`src/rtl/wisc_pkg.sv`:
```
// Shared WISC core constants: instruction encodings, register-id width and
// the ID/EX update selector used by the pipeline stage.
package wisc_pkg;

  localparam int unsigned REG_ID_W = 3;

  localparam logic [4:0] OP_LD  = 5'b10001;
  localparam logic [4:0] OP_ST  = 5'b10000;
  localparam logic [4:0] OP_NOP = 5'b00001;

  // NOP is the opcode with every operand field zero: 16'h0800
  localparam logic [15:0] NOP_INSTR = {OP_NOP, 11'b000_0000_0000};

  typedef enum logic [1:0] {
    UPD_HOLD   = 2'd0,
    UPD_BUBBLE = 2'd1,
    UPD_HIT    = 2'd2,
    UPD_LOAD   = 2'd3
  } idex_upd_t;

  function automatic logic [REG_ID_W-1:0] rs_field(input logic [15:0] instr);
    return instr[10:8];
  endfunction

  function automatic logic [REG_ID_W-1:0] rt_field(input logic [15:0] instr);
    return instr[7:5];
  endfunction

endpackage

```
`src/rtl/idex_stage_load_use_detect.sv`:
```
// Load-use hazard detector: flags an ID instruction that reads the register
// a load currently in EX will write. R0 is an ordinary register here.
module load_use_detect
  import wisc_pkg::*;
(
  input  logic                ex_valid,
  input  logic                ex_mem_read,
  input  logic                ex_reg_write,
  input  logic [REG_ID_W-1:0] ex_rd,
  input  logic                id_valid,
  input  logic                id_uses_rs,
  input  logic                id_uses_rt,
  input  logic [REG_ID_W-1:0] id_rs,
  input  logic [REG_ID_W-1:0] id_rt,
  output logic                hit
);

  logic rs_match_s;
  logic rt_match_s;
  logic ex_load_s;

  assign rs_match_s = id_uses_rs & (ex_rd == id_rs);
  assign rt_match_s = id_uses_rt & (ex_rd == id_rt);
  assign ex_load_s  = ex_valid & ex_mem_read & ex_reg_write;
  assign hit        = ex_load_s & id_valid & (rs_match_s | rt_match_s);

endmodule

```
`src/rtl/idex_stage.sv`:
```
// ID/EX pipeline register of the WISC core with load-use stall, EX flush,
// memory-stall freeze and a saturating count of inserted bubbles.
module idex_stage
  import wisc_pkg::*;
#(
  parameter int DW     = 16,
  parameter int CTRL_W = 12
) (
  input  logic                clk,
  input  logic                rst_n,
  input  logic [DW-1:0]       ifid_Instr,
  input  logic [DW-1:0]       ifid_PC,
  input  logic                ifid_valid,
  input  logic [DW-1:0]       ifid_A,
  input  logic [DW-1:0]       ifid_B,
  input  logic [DW-1:0]       ifid_Imm,
  input  logic                ifid_usesRs,
  input  logic                ifid_usesRt,
  input  logic                ifid_RegWriteEn,
  input  logic [2:0]          ifid_RegD,
  input  logic                ifid_MemRead,
  input  logic [CTRL_W-1:0]   ifid_ctrl,
  input  logic                flush,
  input  logic                mem_stall,
  output logic                hazard_stall,
  output logic [DW-1:0]       idex_Instr,
  output logic [DW-1:0]       idex_PC,
  output logic [DW-1:0]       idex_A,
  output logic [DW-1:0]       idex_B,
  output logic [DW-1:0]       idex_Imm,
  output logic                idex_valid,
  output logic                idex_RegWriteEn,
  output logic [2:0]          idex_RegD,
  output logic                idex_MemRead,
  output logic [CTRL_W-1:0]   idex_ctrl,
  output logic [15:0]         bubble_count
);

  logic      hit_s;
  idex_upd_t upd_sel_s;
  logic [15:0] bubble_cnt_r;
  logic [15:0] bubble_next_s;

  load_use_detect u_detect (
    .ex_valid     (idex_valid),
    .ex_mem_read  (idex_MemRead),
    .ex_reg_write (idex_RegWriteEn),
    .ex_rd        (idex_RegD),
    .id_valid     (ifid_valid),
    .id_uses_rs   (ifid_usesRs),
    .id_uses_rt   (ifid_usesRt),
    .id_rs        (rs_field(ifid_Instr[15:0])),
    .id_rt        (rt_field(ifid_Instr[15:0])),
    .hit          (hit_s)
  );

  // A flush squashes the IF/ID instruction too, so it must not hold the front end
  assign hazard_stall = hit_s & ~flush;
  assign bubble_count = bubble_cnt_r;

  // Priority select for the next ID/EX contents and the saturating count
  always_comb begin
    upd_sel_s     = UPD_LOAD;
    bubble_next_s = bubble_cnt_r;
    if (mem_stall) begin
      upd_sel_s = UPD_HOLD;
    end else if (flush) begin
      upd_sel_s = UPD_BUBBLE;
    end else if (hit_s) begin
      upd_sel_s = UPD_HIT;
    end else begin
      upd_sel_s = UPD_LOAD;
    end
    if (bubble_cnt_r == 16'hFFFF) begin
      bubble_next_s = bubble_cnt_r;
    end else begin
      bubble_next_s = bubble_cnt_r + 16'd1;
    end
  end

  // Pipeline register block
  always_ff @(posedge clk or negedge rst_n) begin
    if (!rst_n) begin
      idex_Instr      <= NOP_INSTR[DW-1:0];
      idex_PC         <= {DW{1'b0}};
      idex_A          <= {DW{1'b0}};
      idex_B          <= {DW{1'b0}};
      idex_Imm        <= {DW{1'b0}};
      idex_valid      <= 1'b0;
      idex_RegWriteEn <= 1'b0;
      idex_RegD       <= 3'd0;
      idex_MemRead    <= 1'b0;
      idex_ctrl       <= {CTRL_W{1'b0}};
    end else begin
      case (upd_sel_s)
        UPD_HOLD: begin
        end
        UPD_LOAD: begin
          idex_Instr      <= ifid_Instr;
          idex_PC         <= ifid_PC;
          idex_A          <= ifid_A;
          idex_B          <= ifid_B;
          idex_Imm        <= ifid_Imm;
          idex_valid      <= ifid_valid;
          idex_RegWriteEn <= ifid_RegWriteEn;
          idex_RegD       <= ifid_RegD;
          idex_MemRead    <= ifid_MemRead;
          idex_ctrl       <= ifid_ctrl;
        end
        default: begin
          idex_Instr      <= NOP_INSTR[DW-1:0];
          idex_PC         <= {DW{1'b0}};
          idex_A          <= {DW{1'b0}};
          idex_B          <= {DW{1'b0}};
          idex_Imm        <= {DW{1'b0}};
          idex_valid      <= 1'b0;
          idex_RegWriteEn <= 1'b0;
          idex_RegD       <= 3'd0;
          idex_MemRead    <= 1'b0;
          idex_ctrl       <= {CTRL_W{1'b0}};
        end
      endcase
    end
  end

  // Bubble counter advances only for load-use bubbles, never for flushes
  always_ff @(posedge clk or negedge rst_n) begin
    if (!rst_n) begin
      bubble_cnt_r <= 16'd0;
    end else if (upd_sel_s == UPD_HIT) begin
      bubble_cnt_r <= bubble_next_s;
    end else begin
      bubble_cnt_r <= bubble_cnt_r;
    end
  end

endmodule

```
`config.mk`:
```
export PLATFORM = sky130hd
export DESIGN_NAME = idex_stage
export DESIGN_NICKNAME = d
export VERILOG_FILES = /design/src/rtl/wisc_pkg.sv /design/src/rtl/idex_stage_load_use_detect.sv /design/src/rtl/idex_stage.sv
export SDC_FILE = /design/constraint.sdc
export NUM_CORES = 1
export LEC_CHECK = 0
export BUFFER_PORTS_ARGS = -buffer_cell sky130_fd_sc_hd__buf_2
export CORE_UTILIZATION = 30
export DETAILED_ROUTE_END_ITERATION = 16
export GPL_ROUTABILITY_DRIVEN = 1
export GPL_TIMING_DRIVEN = 1
export PLACE_DENSITY = 0.66
export SYNTH_ARGS = -nofsm -noshare
export SYNTH_HDL_FRONTEND = slang
export SYNTH_HIERARCHICAL = 1
export SYNTH_SLANG_ARGS = --single-unit
export TNS_END_PERCENT = 100
```
`constraint.sdc`:
```
create_clock -name clk -period 2.15 [get_ports clk]
set_input_delay 0.43 -clock clk [delete_from_list [all_inputs] [get_ports clk]]
set_output_delay 0.43 -clock clk [all_outputs]
set_load 0.01 [all_outputs]
```
Word-level counts from Yosys, hierarchy flattened
Cells that the tools add are included.
Widths: inputs -> output; s select.
{ "word_totals": {"reg_bits": 114, "word_cells": 42} }
{ "classes": {"bitwise_logic": 10, "eq_ne": 5, "n_addsub": 1, "n_reduce_logical": 2, "n_mux": 13} }
{ "ops": {"columns": ["cell", "count"], "rows": [
  ["$pmux 16 s2", 5],
  ["$pmux 12 s2", 1],
  ["$add 16x1->16 const B", 1],
  ["$eq 16x16->1 const B", 1],
  ["$and 1x1->1", 7],
  ["$eq 3x3->1", 2],
  ["$pmux 1 s2", 3],
  ["$pmux 3 s2", 1],
  ["$eq 2x2->1 const B", 2],
  ["$mux 2", 2],
  ["$logic_not 2->1", 1],
  ["$not 1->1", 2],
  ["$reduce_and 2->1", 1],
  ["$mux 1", 1],
  ["$or 1x1->1", 1]
]} }

Longest topological paths before layout
{ "logic_depth": {"word_depth": 9, "mapped_depth": 7, "ltp_nobuf": 7} }

Modules after synthesis
The synthesis kept the hierarchy.
{ "modules_own_cells": {"columns": ["module", "instances", "cells_each", "area_each_um2", "seq_area_each_um2"], "rows": [
  ["idex_stage", 1, 290, 4232.8, 2854.0],
  ["load_use_detect", 1, 10, 76.3, 0.0]
]} }

Worst setup path after synthesis
Ideal clock, no wire load.
{ "synth_timing": {"kind": "register -> register", "start": "reg idex_RegD[0]", "end": "reg bubble_cnt_r[14], in the netlist bubble_count[14]", "stages_incl_launch_ff": 8, "t_arrival_ps": 2012, "setup_ps": 129, "slack_ps": 9, "n_path_buf": 0, "required_time_ps": 2021, "cell_sequence": "dfrtp_1 xnor2_1 nand4_1 a21oi_1 or3b_4 nor4_2 and4b_1 a21oi_1"} }
{ "synth_between": {"elab_chain_len": 9, "elab_cells_between_ends": 11, "cone_classes": "eq/ne: 3; mux: 3; bitwise: 4; reduce/logical: 1"} }
{ "synth_lines": {"columns": ["element", "line", "rtl"], "rows": [
  ["from (decl)", "idex_stage.sv:33", "output logic [2:0] idex_RegD,"],
  ["from (signal assigned)", "idex_stage.sv:106", "idex_RegD <= ifid_RegD;"],
  ["$eq 3x3->1, on equally long branches", "idex_stage_load_use_detect.sv:22, idex_stage_load_use_detect.sv:23", null],
  ["$and 1x1->1, on equally long branches", "idex_stage_load_use_detect.sv:22, idex_stage_load_use_detect.sv:23", null],
  ["$or 1x1->1 *", "idex_stage_load_use_detect.sv:25", "assign hit = ex_load_s & id_valid & (rs_match_s | rt_match_s);"],
  ["$and 1x1->1 *", "idex_stage_load_use_detect.sv:25", null],
  ["named net hit_s", "idex_stage.sv:39", "logic hit_s;"],
  ["$mux 1 *", "idex_stage.sv:69", "end else if (hit_s) begin"],
  ["$mux 2 *", "idex_stage.sv:67", "end else if (flush) begin"],
  ["$mux 2 *", "idex_stage.sv:65", "if (mem_stall) begin"],
  ["$eq 2x2->1 *", "idex_stage.sv:130", "end else if (upd_sel_s == UPD_HIT) begin"],
  ["$reduce_and 2->1 (no line) *", null, null],
  ["to (signal assigned)", "idex_stage.sv:131", "bubble_cnt_r <= bubble_next_s;"],
  ["to (signal assigned)", "idex_stage.sv:133", "bubble_cnt_r <= bubble_cnt_r;"],
  ["to (decl)", "idex_stage.sv:41", "logic [15:0] bubble_cnt_r;"]
]} }
Mark *: on every way through the listed nets, which the timed path passes. The rest lies on a longest branch.
A chain may end at the register's enable or synchronous reset.

Worst setup path after layout
{ "layout_timing": {"start": "reg idex_RegD[0]", "end": "out hazard_stall"} }
{ "layout_between": {"elab_chain_len": 5, "elab_cells_between_ends": 7, "cone_classes": "eq/ne: 2; bitwise: 5"} }
{ "layout_lines": {"columns": ["element", "line", "rtl"], "rows": [
  ["$eq 3x3->1, on equally long branches", "idex_stage_load_use_detect.sv:22, idex_stage_load_use_detect.sv:23", null],
  ["$and 1x1->1, on equally long branches", "idex_stage_load_use_detect.sv:22, idex_stage_load_use_detect.sv:23", null],
  ["$or 1x1->1 *", "idex_stage_load_use_detect.sv:25", null],
  ["$and 1x1->1 *", "idex_stage_load_use_detect.sv:25", null],
  ["named net hit_s", "idex_stage.sv:39", null],
  ["$and 1x1->1 *", "idex_stage.sv:58", "assign hazard_stall = hit_s & ~flush;"],
  ["to (decl)", "idex_stage.sv:25", "output logic hazard_stall,"]
]} }
Marked as above.

==> impl_metrics.toml <==
[timing]
holdWs_ns = 0.0122
rsz0062_at_grt = "yes"
final_max_slew_viol_count = 0
finalHoldViolCount = 0
fin_ws_ns = -0.0501
worst_pin_slew_ns = 0.524
layout_min_cycle_time_ns = 2.20
finClkSkew_ns = 0.00915
max_freq_ghz = 0.455
setup_viol = 1
slew_headroom_pct = 65.0
finalCritPeriodShare_pct = 102

[pwr]
power_density_nw_per_um2 = 911
p_leak_uw = 0.00343
vdd_drop_max_v = 0.000503

[setup_path]
crit_path_end_kind = "output pin"
critical_path.startpoint = "idex_RegD[0]"
r2r-start = "idex_RegD[0]"
timing.setup.critical_path_class = "reg -> out"
critPathSlowestCell = "dfrtp_2"
start_kind = "register"
ff2ff_path_depth = 10
regToRegSetupSlack_ns = 0.05
max_stage_delay_ns = 0.44
timing.rr.end = "bubble_count[10]"
path_max_fanout = 3
path_cells = "xnor2_2, nand4_1, a21oi_2, buf_4, nor2b_1, buf_2"
worstPathArrival_ns = 1.77
required_ns = 1.72

[layout]
final_util_pct = 45.4
syn_to_final_growth_pct = 46.9
fill_cells = 1286
final_nets = 634
multi_input_area_um2 = 1420
drive_above_1_share_pct = 51.5
diodes = 0
regArea_um2 = 2860

[floorplan]
fp.dieW_um = 122
floorplan.initialDensity_pct = 30.9
fp-row-count = 43
core_area_um2 = 13900
die_h_um = 122
fp.dieArea_um2 = 14800
ioPinCount = 219

[synth]
avgSynthCellArea_um2 = 14.4
ys_ff_latch = 114
syn_nets = 405
ys_warn_count = 6
syn-cell-area_um2 = 4310
synth_cell_types = 34
ys_seq_area_share_pct = 66.2
synth_cells = 300

[run_status]
violations = "setup timing"
status = "finished with violations"

[drt]
via_count = 3456
drc_errors = 0
wl_per_cell_um = 15.9
drtIter0Drc = 166
routed_wl_um = 11500
dr.pass1.iters = 4
drtAntennaViolNets = 0
routed_via_density = 4.79

[grt]
track_usage_pct = 15.8
grt_first_pass_wirelength_um = 17600
grt_max_degree = 76
grt_overflow = 0
antenna_found_initial = 0
grt_pass1_vias = 3438

[cts]
cts_hold_buffers = 0
cts_buffer_depth = 2
tritoncts = "built"
cts.clk_slew.worst_paths_ns = 0.05
cts-buffers-inserted = 17
root_buffer = "clkbuf_16"
cts.sinks = 114
clk_latency_ns = 0.41
h-tree-depth = 4

[hold_path]
hold_class = "in -> async"

[placed_design]
io_buffers = 218
place.gp.congestion = 0.750
dp_hpwl_um = 7870

[flow_run]
maxCapViolCount = 0
-- layout make-up --
| type | count | area share [%] |
|---|---|---|
| Sequential cell | 114 | 45.1 |
| Multi-Input combinational cell | 164 | 22.5 |
| Timing Repair Buffer | 231 | 19.5 |
| Clock buffer | 23 | 7.71 |
| Tap cell | 180 | 3.56 |
| Clock inverter | 9 | 1.66 |
| Inverter | 1 | 0.0593 |
-- sequential cells by signal (all words and copies together), names as in the netlist --
name / flops
bubble_count: 16
idex_A: 16
idex_B: 16
idex_Imm: 16
idex_Instr: 16
idex_MemRead: 1
idex_PC: 16
idex_RegD: 3
idex_RegWriteEn: 1
idex_ctrl: 12
idex_valid: 1
-- metal layers --
layer  vias to the layer above  part of all wire [%]  global-route usage (%)
met1                      1669                    45                    20.4
met3                        15                   7.6                    5.20
met4                         0                   1.9                    8.56
met2                       156                    45                    23.2
met5                         -                     0                       0
li1                       1616                     -                       -
-- repair_timing --
item                                    CTS  global route
pin swaps                                 4             8
endpoints found under the setup margin    5            14
gates resized for setup                   2             8
endpoints found under the hold margin     0             0
buffers inserted                          1             1
-- synthesized netlist by cell type, drive strengths merged --
master	number	area [um^2]
o21a	1	7.51
o311ai	1	8.76
mux2	1	11.3
and4b	1	10.0
buf	4	20.0
xor2	5	43.8
or3	1	7.51
or4	1	11.3
nand4	10	83.8
and4	1	8.76
dfrtp	113	2830
and3	3	18.8
nand2	3	11.3
or3b	1	11.3
o2111ai	1	8.76
dfstp	1	26.3
clkbuf	17	63.8
ha	1	12.5
inv	1	3.75
nor4	4	46.3
nand3	5	25.0
nor2	4	15.0
nor3	2	10.0
a22o	97	850
a21oi	3	15.0
a31oi	1	6.26
nor3b	1	7.51
nor2b	1	6.26
xnor2	14	123
nand4b	1	8.76
-- cells by family (layout without fill, tap and decap cells) --
kind of cell | count (synthesis) | in the layout | share of synthesized area (%)
AOI/OAI and AO/OA | 104 | 104 | 20.8
xor gates and xnor gates | 19 | 19 | 3.86
adders and majority gates | 1 | 1 | 0.290
buffers and inverters | 22 | 264 | 2.03
DFF | 114 | 114 | 66.2
muxes | 1 | 1 | 0.261
and+or+nand+nor | 39 | 39 | 6.53
-- how the worst max path moves through the flow --
| stage | to | slack (ns) | depth (start not counted) |
|---|---|---|---|
| after floorplan | bubble_count[14] | 0.009 | 7 |
| after global placement | bubble_count[14] | -0.15 | 8 |
| after detailed placement | bubble_count[14] | -0.24 | 8 |
| after CTS | hazard_stall | -0.06 | 6 |
| after global routing | hazard_stall | -0.18 | 6 |
| final | hazard_stall | -0.05 | 6 |
-- report_power, final --
| group | internal, uW | switching [uW] |
|---|---|---|
| logic | 302 | 309 |
| registers | 2290 | 84.8 |
| clock network | 1820 | 961 |
| total | 4410 | 1350 |
-- cell usage in the layout, fill, tap and decap left out, types with 2 or more instances in the layout --
master and count:
xnor2_1 12, a21oi_1 2, nor4_4 2, nand3_1 5, nor4_1 2, clkbuf_8 4
nor2_2 3, xor2_1 5, buf_2 216, a22o_1 97, clkinvlp_4 4, buf_4 12
clkbuf_1 2, dfrtp_1 112, xnor2_2 2, clkinv_2 3, buf_12 3, nand4_1 8
and3_1 3, clkbuf_16 17, nand2_1 3, bufinv_16 2
-- worst max-delay path, delay by kind of cell (launching register included) --
| kind | cells | cell delay, ns |
|---|---|---|
| AND/OR/NAND/NOR | 2 | 0.26 |
| XOR/XNOR | 1 | 0.16 |
| flip-flops | 1 | 0.44 |
| AO/OA/AOI/OAI | 1 | 0.21 |
| buffers and inverters | 2 | 0.28 |
-- through the flow --
stage	TNS (ns)	area [um^2]	std cells	power (uW)	setup WS, ns
after detailed placement	-0.808	5670	688	3020	-0.237
after floorplan	0	4310	300	2670	0.00883
after global routing	-0.598	6330	722	6020	-0.177
after CTS	-0.0637	6280	721	5850	-0.0637
final	-0.0501	6330	722	5770	-0.0501
after global placement	-0.454	5670	688	3010	-0.151
Power figures use the tool's default switching activity.
